`src/rtl/pong_game_core.sv`:
```
// pong_game_core: two-player Pong engine (ball, paddles, scores, serve/play FSM) stepped once per frame tick
module pong_game_core #(
  parameter int SCREEN_W     = 640,
  parameter int SCREEN_H     = 480,
  parameter int COORD_W      = 10,
  parameter int BALL_SIZE    = 8,
  parameter int PADDLE_W     = 8,
  parameter int PADDLE_H     = 64,
  parameter int PADDLE_X_L   = 16,
  parameter int PADDLE_X_R   = 616,
  parameter int BALL_SPEED   = 2,
  parameter int PADDLE_SPEED = 4,
  parameter int SCORE_W      = 4,
  parameter int WIN_SCORE    = 9,
  parameter int SERVE_DELAY  = 60
) (
  input  logic               clk,
  input  logic               rst,
  input  logic               tick,
  input  logic               start,
  input  logic               p1_up,
  input  logic               p1_down,
  input  logic               p2_up,
  input  logic               p2_down,
  output logic [COORD_W-1:0] ball_x,
  output logic [COORD_W-1:0] ball_y,
  output logic [COORD_W-1:0] paddle1_y,
  output logic [COORD_W-1:0] paddle2_y,
  output logic [SCORE_W-1:0] score1,
  output logic [SCORE_W-1:0] score2,
  output logic [1:0]         state,
  output logic               point,
  output logic               game_over
);
  typedef enum logic [1:0] {IDLE, SERVE, PLAY, GAMEOVER} state_t;
  localparam int CW    = COORD_W + 1;
  localparam int CNT_W = $clog2(SERVE_DELAY + 1);
  localparam logic [COORD_W-1:0] CX  = COORD_W'((SCREEN_W - BALL_SIZE) / 2),
                                 CY  = COORD_W'((SCREEN_H - BALL_SIZE) / 2),
                                 PY0 = COORD_W'((SCREEN_H - PADDLE_H) / 2);
  localparam logic [CW-1:0] K_BS   = CW'(BALL_SIZE),
                            K_SP   = CW'(BALL_SPEED),
                            K_PS   = CW'(PADDLE_SPEED),
                            K_PH   = CW'(PADDLE_H),
                            K_PMAX = CW'(SCREEN_H - PADDLE_H),
                            K_H    = CW'(SCREEN_H),
                            K_W    = CW'(SCREEN_W),
                            K_XL   = CW'(PADDLE_X_L + PADDLE_W),
                            K_PXR  = CW'(PADDLE_X_R);
  localparam logic [SCORE_W-1:0] K_WIN  = SCORE_W'(WIN_SCORE);
  localparam logic [CNT_W-1:0]   K_LAST = CNT_W'(SERVE_DELAY - 1);

  state_t               r_state;
  logic [COORD_W-1:0]   r_bx, r_by, r_p1y, r_p2y;
  logic [SCORE_W-1:0]   r_s1, r_s2;
  logic [CNT_W-1:0]     r_cnt;
  logic                 r_dx, r_dy, r_point, r_go;

  logic [CW-1:0]        w_bx, w_by, w_p1, w_p2;
  logic                 w_ov1, w_ov2, w_hit1, w_hit2, w_pt1, w_pt2, w_ybnc, w_ndx, w_ndy;
  logic [COORD_W-1:0]   w_nx, w_ny, w_p1n, w_p2n;
  logic [SCORE_W-1:0]   w_s1n, w_s2n;

  // Everything is compared one bit wider so sums near the screen edge cannot wrap
  function automatic logic [COORD_W-1:0] pad_step(input logic [CW-1:0] y, input logic up, input logic dn);
    return (up && !dn) ? ((y >= K_PS) ? COORD_W'(y - K_PS) : '0)
         : (dn && !up) ? ((y + K_PS > K_PMAX) ? COORD_W'(K_PMAX) : COORD_W'(y + K_PS))
         : COORD_W'(y);
  endfunction

  assign w_bx  = {1'b0, r_bx};
  assign w_by  = {1'b0, r_by};
  assign w_p1  = {1'b0, r_p1y};
  assign w_p2  = {1'b0, r_p2y};
  assign w_p1n = pad_step(w_p1, p1_up, p1_down);
  assign w_p2n = pad_step(w_p2, p2_up, p2_down);

  assign w_ybnc = r_dy ? (w_by + K_BS + K_SP > K_H) : (w_by < K_SP);
  assign w_ny   = r_dy ? (w_ybnc ? COORD_W'(K_H - K_BS) : COORD_W'(w_by + K_SP))
                       : (w_ybnc ? '0 : COORD_W'(w_by - K_SP));
  assign w_ndy  = w_ybnc ? !r_dy : r_dy;

  assign w_ov1  = (w_by + K_BS > w_p1) && (w_by < w_p1 + K_PH);
  assign w_ov2  = (w_by + K_BS > w_p2) && (w_by < w_p2 + K_PH);
  assign w_hit1 = !r_dx && (w_bx >= K_XL) && (w_bx <= K_XL + K_SP) && w_ov1;
  assign w_pt2  = !r_dx && !w_hit1 && (w_bx < K_SP);
  assign w_hit2 = r_dx && (w_bx + K_BS <= K_PXR) && (w_bx + K_BS + K_SP >= K_PXR) && w_ov2;
  assign w_pt1  = r_dx && !w_hit2 && (w_bx + K_BS + K_SP > K_W);
  assign w_nx   = w_hit1 ? COORD_W'(K_XL) : w_hit2 ? COORD_W'(K_PXR - K_BS)
                : r_dx ? COORD_W'(w_bx + K_SP) : COORD_W'(w_bx - K_SP);
  assign w_ndx  = w_hit1 ? 1'b1 : w_hit2 ? 1'b0 : r_dx;
  assign w_s1n  = (r_s1 >= K_WIN) ? K_WIN : r_s1 + 1'b1;
  assign w_s2n  = (r_s2 >= K_WIN) ? K_WIN : r_s2 + 1'b1;

  always_ff @(posedge clk or posedge rst) begin
    if (rst) begin
      r_state <= IDLE;
      r_bx    <= CX;
      r_by    <= CY;
      r_p1y   <= PY0;
      r_p2y   <= PY0;
      r_s1    <= '0;
      r_s2    <= '0;
      r_cnt   <= '0;
      r_dx    <= 1'b1;
      r_dy    <= 1'b1;
      r_point <= 1'b0;
      r_go    <= 1'b0;
    end else begin
      r_point <= 1'b0;
      if (tick) begin
        if (r_state == SERVE || r_state == PLAY) begin
          r_p1y <= w_p1n;
          r_p2y <= w_p2n;
        end
        case (r_state)
          IDLE, GAMEOVER: if (start) begin
            r_state <= SERVE;
            r_go    <= 1'b0;
            r_s1    <= '0;
            r_s2    <= '0;
            r_bx    <= CX;
            r_by    <= CY;
            r_cnt   <= '0;
            r_dx    <= (r_state == IDLE) ? 1'b1 : r_dx;
          end
          SERVE: begin
            r_bx    <= CX;
            r_by    <= CY;
            r_cnt   <= (r_cnt == K_LAST) ? '0 : r_cnt + 1'b1;
            r_state <= (r_cnt == K_LAST) ? PLAY : SERVE;
          end
          PLAY: if (w_pt1 || w_pt2) begin
            // The loser receives the next serve
            r_point <= 1'b1;
            r_bx    <= CX;
            r_by    <= CY;
            r_dx    <= w_pt1;
            r_dy    <= 1'b1;
            r_cnt   <= '0;
            r_s1    <= w_pt1 ? w_s1n : r_s1;
            r_s2    <= w_pt2 ? w_s2n : r_s2;
            r_state <= ((w_pt1 && w_s1n == K_WIN) || (w_pt2 && w_s2n == K_WIN)) ? GAMEOVER : SERVE;
            r_go    <= (w_pt1 && w_s1n == K_WIN) || (w_pt2 && w_s2n == K_WIN);
          end else begin
            r_bx <= w_nx;
            r_by <= w_ny;
            r_dx <= w_ndx;
            r_dy <= w_ndy;
          end
        endcase
      end
    end
  end

  assign ball_x    = r_bx;
  assign ball_y    = r_by;
  assign paddle1_y = r_p1y;
  assign paddle2_y = r_p2y;
  assign score1    = r_s1;
  assign score2    = r_s2;
  assign state     = r_state;
  assign point     = r_point;
  assign game_over = r_go;
endmodule
```
`config.mk`:
```
export PLATFORM = sky130hd
export DESIGN_NAME = pong_game_core
export DESIGN_NICKNAME = d
export VERILOG_FILES = /design/src/rtl/pong_game_core.sv
export SDC_FILE = /design/constraint.sdc
export NUM_CORES = 1
export LEC_CHECK = 0
export ABC_CLOCK_PERIOD_IN_PS = 3810
export CAP_MARGIN = 20
export CORE_MARGIN = 2
export CORE_UTILIZATION = 40
export CTS_BUF_LIST = sky130_fd_sc_hd__clkbuf_4 sky130_fd_sc_hd__clkbuf_8
export CTS_CLUSTER_SIZE = 20
export DETAILED_ROUTE_END_ITERATION = 10
export PLACE_DENSITY_LB_ADDON = 0.05
export SLEW_MARGIN = 40
export SYNTH_ARGS = -nofsm -noshare
export SYNTH_HDL_FRONTEND = slang
export SYNTH_SLANG_ARGS = --single-unit
```
`constraint.sdc`:
```
create_clock -name clk -period 3.81 [get_ports clk]
set_clock_uncertainty 0.05 [all_clocks]
set_input_delay 0.9525 -clock clk [delete_from_list [all_inputs] [get_ports clk]]
set_output_delay 0.9525 -clock clk [all_outputs]
set_load 0.02 [all_outputs]
```
; ---- After elaboration in Yosys (flattened, before gate mapping)
; Index checks and enable logic that the tools add are counted.
[op_classes]
order_cmp = 18
n_reduce_logical = 44
n_addsub = 17
n_mux = 53
n_eq_ne = 12
[op_table]
columns = operator, n
row1 = 10-bit two-way mux, 18
row2 = 10-bit case mux with 3 select lines, 2
row3 = "11-bit by 9-bit greater-than comparator with 1-bit output, second input constant", 3
row4 = 4-bit two-way mux, 7
row5 = "10-bit by 3-bit adder with 11-bit output, second input constant", 2
row6 = "10-bit by 4-bit adder with 11-bit output, second input constant", 2
row7 = "10-bit by 7-bit adder with 11-bit output, second input constant", 2
row8 = "11-bit by 2-bit adder with 11-bit output, second input constant", 2
row9 = 11-bit by 10-bit greater-than comparator with 1-bit output, 2
row10 = 10-bit by 11-bit less-than comparator with 1-bit output, 2
row11 = "10-bit by 2-bit adder with 10-bit output, second input constant", 2
row12 = "10-bit by 3-bit >= comparator with 1-bit output, second input constant", 2
row13 = "10-bit by 2-bit less-than comparator with 1-bit output, second input constant", 2
row14 = "10-bit by 2-bit subtractor with 10-bit output, second input constant", 2
row15 = "10-bit by 3-bit subtractor with 10-bit output, second input constant", 2
row16 = 1-bit logical AND, 18
row17 = 6-bit two-way mux, 3
row18 = 6-bit case mux with 3 select lines, 1
row19 = 4-bit case mux with 2 select lines, 2
row20 = 5-bit AND reduction, 3
row21 = 1-bit two-way mux, 13
row22 = 3-bit AND reduction, 4
row23 = "11-bit by 10-bit >= comparator with 1-bit output, second input constant", 1
row24 = "11-bit by 10-bit greater-than comparator with 1-bit output, second input constant", 1
row25 = 23 further kinds, 46
[word_totals]
ff_bits = 60
word_cells = 156
output_inout_bits = 52

; ---- Depth between registers and ports, before layout
; Gate-level depths: netlist of the first run.
[depth]
ltp_word = 13
mapped_depth = 14
ltp_nobuf = 13

; ---- Worst setup path before layout of the first run
; Ideal clock, no wire load.
[synth_path]
path_type = register -> register
start = register r_by[6] (netlist: ball_y[6])
end = register r_cnt[2]
period_less_slack_ns = 3.446
stages_incl_launch_ff = 15
t_required_ns = 3.628
setup_slack_ns = 0.364
t_arrival_ns = 3.264
setup_time_ns = 0.132
path_cell_list = dfstp_2 clkbuf_1 nand3_1 o21ai_0 nand2_1 ha_1 nand3_1 nor4_1 a21oi_1 a21oi_1 o31ai_1 o31a_1 buf_2 o21ai_0 o41ai_2
[synth_between]
elab_chain_cells = 10
elab_cells_between_ends = 18
cone_classes = 1 x add/sub / 4 x order compare / 1 x eq/ne / 12 x reduce/logical
[synth_rtl]
columns = item, line
row1 = "start, declared", 54  ; logic [COORD_W-1:0] r_bx, r_by, r_p1y, r_p2y;
row2 = "start signal, assigned", 147  ; r_by <= w_ny;
row3 = 10-bit by 4-bit adder with 11-bit output, "83, 84"
row4 = "11-bit by 10-bit greater-than comparator with 1-bit output, on equally long branches", "84, 83"
row5 = "1-bit logical AND, on equally long branches", "84, 83"
row6 = "1-bit logical AND, on equally long branches", "87, 85"
row7 = "1-bit zero test, on equally long branches", "88, 86"
row8 = "1-bit logical AND, on equally long branches (2 in series)", "88, 86"
row9 = 1-bit logical OR (*), 133  ; PLAY: if (w_pt1 || w_pt2) begin
row10 = 2-bit by 1-bit inequality test with 1-bit output (no source line) (*), --
row11 = 3-bit AND reduction (no source line) (*), --
row12 = "end signal, assigned", 130  ; r_cnt <= (r_cnt == K_LAST) ? '0 : r_cnt + 1'b1;
row13 = "end, declared", 56  ; logic [CNT_W-1:0] r_cnt;
; Mark *: on every way between the ends. The rest lies on a longest branch, timed or not.
; A chain may end at the register's enable or synchronous reset.

; ---- Worst setup path in the final report of the first run
[layout_path]
start = register r_by[3] (netlist: ball_y[3])
end = register r_by[4] (netlist: ball_y[4])
[layout_between]
elab_chain_cells = 10
elab_cells_between_ends = 27
cone_classes = 4 x add/sub / 6 x order compare / 6 x mux / 11 x reduce/logical
[layout_rtl]
columns = item, line
row1 = "parallel branches: the longest is 8 deep, another holds 10-bit by 4-bit adder with 11-bit output", --
row2 = 10-bit two-way mux (*), 133
row3 = 10-bit case mux with 3 select lines (*), 116  ; case (r_state)
; Mark *: on every way between the ends.

==> reports/results.ini, run 1 <==
[global_route]
grt_pass1_vias=5491
grt_pass1_wl_mm=27.57
antenna_found_initial=0
grt_usage_pct=22.56
grt-ovfl-total=0
grt_start_max_net_pins=26

[synthesis]
synth.most_common_cell=ha_1
synth_compound_area_share_pct=29.06
yosysSeqAreaShare_pct=23.90
syn_area_per_cell_um2=7.831
yosys_warnings=0
synth-edff-count=0
ys_seq_elements=54
synth_top_area_cell=dfrtp_1
async_flop_share_pct=100.0
synth_adder_area_share_pct=14.37
ys_types=79
ys.flop_type=dfrtp_1
yosysTopAreaCellShare_pct=15.67
synth_area_mm2=0.005748
synth_xor_area_share_pct=3.352
ys_top_cells_by_count=66 x ha_1, 60 x nand2_1, 57 x a21oi_1
synth-simple-area-share_pct=21.51
synth_area_leaders=dfrtp_1 16%, ha_1 14%, dfstp_2 8.2%
netlist_instances=734
synth_mux_area_share_pct=0.8925
synth_top_family_by_area=compound AO/OA/AOI/OAI gates

[placement]
dp.cells=960
hpwl_mm=12.76
place_congestion=0.9362
pre_cts_slack_ps=144.7
io_buffers=53

[floorplan]
die-height_um=123.9
die-area_mm2=0.01535
initial_core_util_pct=41.25
core.rowCount=43
ioPinCount=60
die_x_um=123.9
design.core.area_mm2=0.01393

[sta]
finalSetupViolCount=0
worst_pin_slew_ps=763.3
setup_tns_ps=0
fin_ws_ps=296.2
drv_slew=0
hold_viol_final=0
fmax_mhz=284.6
period_needed_ps=3514
fin_crit_sh_pct=92.22
max_slew_margin_pct=48.89
grt_setup_unrepaired=false

[setup_path]
cp-end-kind=register
crit_type=reg2reg
path_max_fanout=12
required_ps=4000
cp-start-kind=register
worstPathArrival_ps=3700

[finish]
drive_above_1_share_pct=9.747
syn_to_final_growth_pct=16.43
fin_nets=863
n_antenna_cell=0
fin_cells=970

[routing]
remaining_drc_errors=0
avgRoutedWirePerCell_um=17.63
drt_wl_total_mm=17.11
dr.pass1.iters=5
initialDrtViolationCount=582
vias=5878
final_antenna_net_count=0
vias_per_cell=6.060

[clock_network]
cts_root_buf=clkbuf_8
clkSinkCount=54
clockBufferDepth=2
htree_num_levels=2
clk_pin_slew_ps=110
numCtsBuffers=5
clkLatencyLatePin_ps=340
cts_tree=yes

[job]
cap_violations=0

[power_and_ir_drop]
p_sw_mw=1.230
power_density_mw_per_mm2=403.1
comb_power_share_pct=50.6
p_leak_nw=2.791
vdd_drop_max_mv=0.2035
p_sw_share_pct=45.57
clkPwrFrac_pct=16.0
p_int_mw=1.468
seqPwrFrac_pct=33.4

[run_status]
status=complete, no violations

[min_path]
hp-class=reg2reg

routing by layer:
metal	wire length (µm)	global-route usage, %	share of wire [%]
met1	7982	30.49	47
met2	8213	38.15	48
met3	649	2.747	3.8
met4	259	5.824	1.5
met5	0	0	0
cell usage in the layout, fill, tap and decap left out, drive strengths merged, types with 11 or more instances in the layout:
cell type / Yosys / layout
a31oi: 21 / 21
clkdlybuf4s50: 0 / 53
nor2: 54 / 54
nand2: 61 / 61
o22ai: 11 / 11
nand3: 31 / 31
o21ai: 51 / 51
a21oi: 57 / 57
inv: 52 / 53
buf: 12 / 32
xnor2: 17 / 17
o211ai: 13 / 13
dfrtp: 36 / 36
dfstp: 18 / 18
ha: 66 / 66
and3: 12 / 12
nor3: 27 / 27
power by group through the flow:
stage	combinational (mW)	clock, mW	sequential [mW]
global placement	1.32	0	0.902
global route	1.55	0.463	0.925
finish	1.37	0.433	0.900
CTS	1.35	0.442	0.895
detailed placement	1.34	0	0.905
floorplan	0.932	0	0.887
sequential cells by signal (all words and copies together), names as in the netlist:
| register | count |
|---|---|
| r_dx | 1 |
| r_cnt | 6 |
| score1 | 4 |
| ball_x | 9 |
| paddle1_y | 8 |
| point | 1 |
| score2 | 4 |
| ball_y | 9 |
| game_over | 1 |
| paddle2_y | 8 |
| state | 2 |
| r_dy | 1 |
metrics by stage:
step / area, µm² / hold slack, ps / power [mW] / utilization (%)
4_1_cts: 6673 / 441.8 / 2.690 / 47.89
2_1_floorplan: 5767 / 396.0 / 1.819 / -
3_5_place_dp: 6556 / 425.3 / 2.249 / 47.05
3_3_place_gp: 6556 / 421.4 / 2.223 / 47.05
5_1_grt: 6693 / 472.0 / 2.936 / 48.03
6_report: 6693 / 436.2 / 2.698 / 48.03
cell families (layout without fill, tap and decap cells):
group	after synthesis	after routing
buf+inv	95	146
compound gates	246	246
fa+ha+maj	66	66
xor+xnor	22	22
other cells	1	6
flops	54	54
mux	5	5
simple gates	245	245
worst max-delay path, stage by stage (launching register included):
cell and delay, ps:
dfstp_2 550, ha_1 160, nand3_1 160, or3_1 410
nand2_1 140, ha_1 250, nand3_1 110, nor4_1 60
a21oi_1 140, a21oi_1 130, o31ai_2 390, nor3_1 110
buf_4 210, o31a_1 310, a211oi_1 240
area by class of cell:
| class | instances | area [µm²] |
|---|---|---|
| fill | 1373 | 7242 |
| multi-input combinational | 590 | 4008 |
| clock buffer | 5 | 68.82 |
| inverter | 53 | 198.9 |
| clock inverter | 3 | 47.55 |
| sequential | 54 | 1374 |
| tap | 180 | 225.2 |
| timing repair buffer | 85 | 770.7 |
timing repair:
| item | 4_1_cts | 5_1_grt |
|---|---|---|
| hold endpoints to repair | 0 | 0 |
| resized for setup | 0 | 1 |
| setup endpoints to repair | 0 | 14 |
| hold buffers | 0 | 0 |
| setup buffers | 0 | 2 |
worst paths after layout:
check / start / end / slack, ps / depth (start not counted)
worst max-delay path: ball_y[3]$_DFFE_PP1P_ / ball_y[4]$_DFFE_PP0P_ / 300 / 14
worst min-delay path: r_cnt[5]$_DFFE_PP0P_ / r_cnt[5]$_DFFE_PP0P_ / 440 / 1
worst max register to register: ball_y[3]$_DFFE_PP1P_ / ball_y[4]$_DFFE_PP0P_ / 300 / 14
worst min register to register: r_cnt[5]$_DFFE_PP0P_ / r_cnt[5]$_DFFE_PP0P_ / 440 / 1
max in group asynchronous: rst / ball_x[8]$_DFFE_PP1P_ / 2040 / 3
min in group asynchronous: rst / score2[3]$_DFFE_PP0P_ / 940 / 2
Note: power is estimated with default switching activity, not from simulation.
==> run 2, diff against run 1 <==
SLEW_MARGIN = 20   (was 40)
==> results of run 2 <==
The final DEF is identical to that of run 1; final timing and power are the same.
==> run 3, diff against run 2 <==
CTS_CLUSTER_SIZE = unset   (was 20)
==> results of run 3 <==
The final DEF is identical to that of run 1; final timing and power are the same.
==> edit 1, RTL diff (settings of run 2) <==
Set the parameter `WIN_SCORE` to 4 (it was 9).
--- a/src/rtl/pong_game_core.sv
+++ b/src/rtl/pong_game_core.sv
@@ -12,5 +12,5 @@
   parameter int PADDLE_SPEED = 4,
   parameter int SCORE_W      = 4,
-  parameter int WIN_SCORE    = 9,
+  parameter int WIN_SCORE    = 4,
   parameter int SERVE_DELAY  = 60
 ) (
Function: no difference found for any inputs over 4 cycles, from zero or initial values and one cycle with rst high; that may be too few to reach the edited logic, so the function may still have changed.
==> edit 1 against run 2 <==
  * Wire length rose by 3.2%
  * Sequential cell count did not move
  * Combinational power rose by 5%
  * Core utilization fell by 0.87 points
  * Setup slack got worse by 0.092 ns
  * Design area rose by 1.6%
  * Synthesized area rose by 2.1%
  * Power rose by 2.9%
  * Sequential share of layout area fell by 0.33 points
==> edit 1: results <==
[clocking]
h-tree-depth = 2
insertion_delay_ns = 0.33
numCtsBuffers = 5
cts_buffer_depth = 2
cts_root_buf = clkbuf_8
clkTransAtPathRegs_ns = 0.10

[hold_path]
min_path_type = reg2reg
min_path_cells = 1

[setup_path]
reg2reg_depth = 13
cpPeakStageDelay_ns = 0.56
crit_fanout = 11
slowest_stage = or4_4
arrival_ns = 3.81

[global_route]
grt_pass1_vias = 5729
grt.total_usage_pct = 22.1
antenna_found_initial = 0
grt_max_degree = 30
grt_first_pass_wirelength_um = 29200

[finish]
fillers = 1464
n_antenna_cell = 0
nNetsFinal = 876
drive_gt1_share_pct = 10.2

[drt]
wl_per_cell_um = 17.8
firstDrtPassIters = 5
vias = 6014
drt_iter0_drc = 547

[synthesis]
ys_warn_count = 0
yosysSeqAreaShare_pct = 23.4
synthArstFlopShare_pct = 100
yosys-top-cells-area = dfrtp_1 (15%), ha_1 (13%), dfstp_2 (8.1%)
synth_commonest_cells = nand2_1 (64), ha_1 (62), a21oi_1 (61)
synth.distinct_cells = 84
dominantRegCellSynth = dfrtp_1

[sta]
worst_slew_pin_slew_ns = 0.800

[power]
leakagePower_nw = 2.78
p_sw_mw = 1.24
irDropWorstVdd_v = 0.000229

[placement]
place_congestion = 0.915
place_hpwl_um = 13200
port_buffers = 53
placed_area_um2 = 6620
dp_slack_ns = 0.0634

[status]
outcome = finished, final reports clean
-- edit 1: cell count changes after synthesis, sizes merged, moves of 7 or more --
cell,delta
buf,+13
nand4,+9
nor3,-8
a211o,+7
and2,+7
-- edit 1: kinds of logic after synthesis --
logic type,after synthesis,share of synthesized area (%)
AOI/OAI and AO/OA,246,28.0
xor gates and xnor gates,20,2.99
adders and majority gates,62,13.2
buffers and inverters,106,7.98
DFF,54,23.4
muxes,7,1.24
other,1,0.0639
and+or+nand+nor,263,23.1
-- edit 1: area by class of cell --
type	count	area (um^2)	area share, %
tap	184	230	3.38
timing repair buffer	86	783	11.5
multi-input combinational	604	4090	60.1
clock buffer	6	82.6	1.21
sequential	54	1370	20.2
inverter	55	206	3.04
clock inverter	2	38.8	0.570
-- edit 1: per-stage QoR --
step / std cells / hold WS (ns)
floorplan: 764 / 0.422
global placement: 980 / 0.433
detailed placement: 980 / 0.452
CTS: 988 / 0.468
global route: 991 / 0.483
finish: 991 / 0.459
-- edit 1: worst max-delay path, delay by kind of cell (launching register included) --
kind                     cells  cell delay, ns
flip-flops                   1            0.54
AO/OA/AOI/OAI                4            0.92
buffers and inverters        1            0.20
AND/OR/NAND/NOR              6            1.40
adder cells (fa/ha/maj)      2            0.42
-- edit 1: per-layer routing --
metal	vias to the layer above	GRT usage [%]	routed length (um)
met1	2881	30.2	8300
met5	-	0	0
met4	0	5.75	335
met2	206	37.2	8270
met3	25	2.48	745
li1	2902	-	-
-- edit 1: final timing paths --
path / endpoint / startpoint / slack (ns)
worst max-delay path: ball_y[6] / ball_y[3] / 0.20
worst min-delay path: r_cnt[0] / r_cnt[0] / 0.46
worst max register to register: ball_y[6] / ball_y[3] / 0.20
worst min register to register: r_cnt[0] / r_cnt[0] / 0.46
max in group asynchronous: r_dx / rst / 2.10
min in group asynchronous: paddle2_y[9] / rst / 0.89
-- edit 1: power by group through the flow --
stage	sequential [mW]	clock, mW	combinational (mW)
final	0.904	0.436	1.44
after global routing	0.930	0.476	1.60
after CTS	0.898	0.454	1.42
after detailed placement	0.907	0	1.41
after global placement	0.901	0	1.40
after floorplan	0.884	0	0.987
-- edit 1: repair_timing --
action                     CTS  global route
setup endpoints to repair    0            16
setup buffers                0             2
gates resized for setup      0            11
==> edit 2, RTL diff (settings of run 2) <==
Made on the original files. Add an input register stage for `p2_down`, without a reset; this delays it by one clock. The other inputs are not delayed to match.
--- a/src/rtl/pong_game_core.sv
+++ b/src/rtl/pong_game_core.sv
@@ -51,4 +51,10 @@
   localparam logic [CNT_W-1:0]   K_LAST = CNT_W'(SERVE_DELAY - 1);
 
+  logic p2_down_q;
+
+  always_ff @(posedge clk) begin
+    p2_down_q <= p2_down;
+  end
+
   state_t               r_state;
   logic [COORD_W-1:0]   r_bx, r_by, r_p1y, r_p2y;
@@ -74,5 +80,5 @@
   assign w_p2  = {1'b0, r_p2y};
   assign w_p1n = pad_step(w_p1, p1_up, p1_down);
-  assign w_p2n = pad_step(w_p2, p2_up, p2_down);
+  assign w_p2n = pad_step(w_p2, p2_up, p2_down_q);
 
   assign w_ybnc = r_dy ? (w_by + K_BS + K_SP > K_H) : (w_by < K_SP);
Behaviour: not the same (Yosys sat finds a counterexample within 4 cycles, from zero or initial values and one cycle with rst high).
==> edit 2 against run 2 <==
  * Setup slack lost 0.077 ns
  * Sequential cell count grew 1
  * Power grew 7.7%
  * Die area shrank 0.59%
  * Synthesized area shrank 0.61%
  * Core utilization shrank 0.79 points
  * Wire length shrank 2.6%
  * Design area shrank 1.6%
  * Largest power group unchanged
  * Global-route usage shrank 0.16 points
==> edit 2: results <==
[status]
outcome = finished, final reports clean

[finish]
instances_no_fill = 944
n_antenna_cell = 0
drive_gt1_share_pct = 9.55
nNetsFinal = 837

[global_route]
grt_max_degree = 23
grt_pass1_vias = 5197
grt_first_pass_wirelength_um = 27000
antenna_found_initial = 0
grt.total_usage_pct = 22.4

[synthesis]
synth_top_family_by_area = compound AO/OA/AOI/OAI gates
synthAdderAreaFrac_pct = 14.6
yosysSeqAreaShare_pct = 24.4
yosys-top-cells-area = dfrtp_1 (16%), ha_1 (14%), dfstp_2 (8.3%)
synth_commonest_cells = ha_1 (66), inv_1 (60), nand2_1 (57)
yosys-mux-area-fraction_pct = 0.723
synthArstFlopShare_pct = 98.2
syn_avg_cell_area_um2 = 8.01
synth_xor_area_share_pct = 4.10
synth_compound_area_share_pct = 27.7
synth.distinct_cells = 80
syn_inst = 713

[clocking]
insertion_delay_ns = 0.34
cts_buffer_depth = 2

[power]
leakagePower_nw = 2.76
irDropWorstVdd_v = 0.000209

[drt]
viasPerCell = 5.90
drt_iter0_drc = 508
wl_per_cell_um = 17.6

[placement]
place_congestion = 0.916
place_hpwl_um = 12600
place_inst = 934

[setup_path]
cp_top_family = simple AND/OR/NAND/NOR gates
crit_fanout = 7
reg2reg_depth = 13
cpPeakStageDelay_ns = 0.61
arrival_ns = 3.81

[sta]
setup_tns_ns = 0
worst_slew_pin_slew_ns = 0.620
edit 2: cell types whose count changed in the layout (fill, tap and decap cells not counted), moves of 6 or more:
| cell | run 2 | this run |
|---|---|---|
| o21ai_0 | 50 | 44 |
| a21oi_1 | 57 | 50 |
| inv_1 | 51 | 59 |
| buf_4 | 32 | 23 |
| nor3_1 | 27 | 19 |
edit 2: per-layer routing:
metal / up-vias / wire (um) / part of all wire (%) / GRT usage [%]
li1: 2719 / - / - / -
met1: 2657 / 7700 / 46 / 30.6
met2: 166 / 7800 / 47 / 36.5
met3: 28 / 715 / 4.3 / 2.81
met4: 0 / 448 / 2.7 / 7.81
met5: - / 0 / 0 / 0
edit 2: per-stage QoR:
stage / power [mW] / util [%] / area (um^2) / worst slack, ns / hold slack, ns
floorplan: 1.99 / - / 5730 / 0.104 / 0.412
global placement: 2.49 / 46.3 / 6450 / 0.234 / 0.438
detailed placement: 2.51 / 46.3 / 6450 / 0.135 / 0.446
CTS: 2.90 / 47.0 / 6540 / 0.0959 / 0.468
global route: 3.17 / 47.2 / 6580 / 0.00569 / 0.490
finish: 2.91 / 47.2 / 6580 / 0.220 / 0.463
edit 2: layout make-up:
cell class                      count  area, um^2
Clock inverter                      2        16.3
Multi-Input combinational cell    565        3940
Timing Repair Buffer               76         703
Fill cell                        1379        7350
Sequential cell                    55        1390
Clock buffer                        6        76.3
Tap cell                          180         225
Inverter                           60         225
edit 2: final timing paths:
path / startpoint / endpoint / slack [ns]
setup / recovery: ball_y[3] / ball_x[4] / 0.22
hold / removal: r_cnt[5] / r_cnt[5] / 0.46
setup reg to reg: ball_y[3] / ball_x[4] / 0.22
hold reg to reg: r_cnt[5] / r_cnt[5] / 0.46
max in group asynchronous: rst / r_dx / 2.09
min in group asynchronous: rst / ball_y[1] / 0.89
edit 2: power breakdown:
group          switching, mW  internal (mW)
Clock                  0.225          0.140
Sequential             0.209          0.714
Combinational          0.934          0.684
Total                   1.37           1.54
edit 2: cells by family after synthesis:
logic type | after synthesis
AOI/OAI and AO/OA | 231
DFF | 55
muxes | 4
adders and majority gates | 67
other | 1
buffers and inverters | 98
and+or+nand+nor | 232
xor gates and xnor gates | 25
edit 2: repair_timing:
action / in CTS / in global routing
setup buffers: 0 / 2
resized for setup: 0 / 5
setup endpoints to repair: 0 / 25
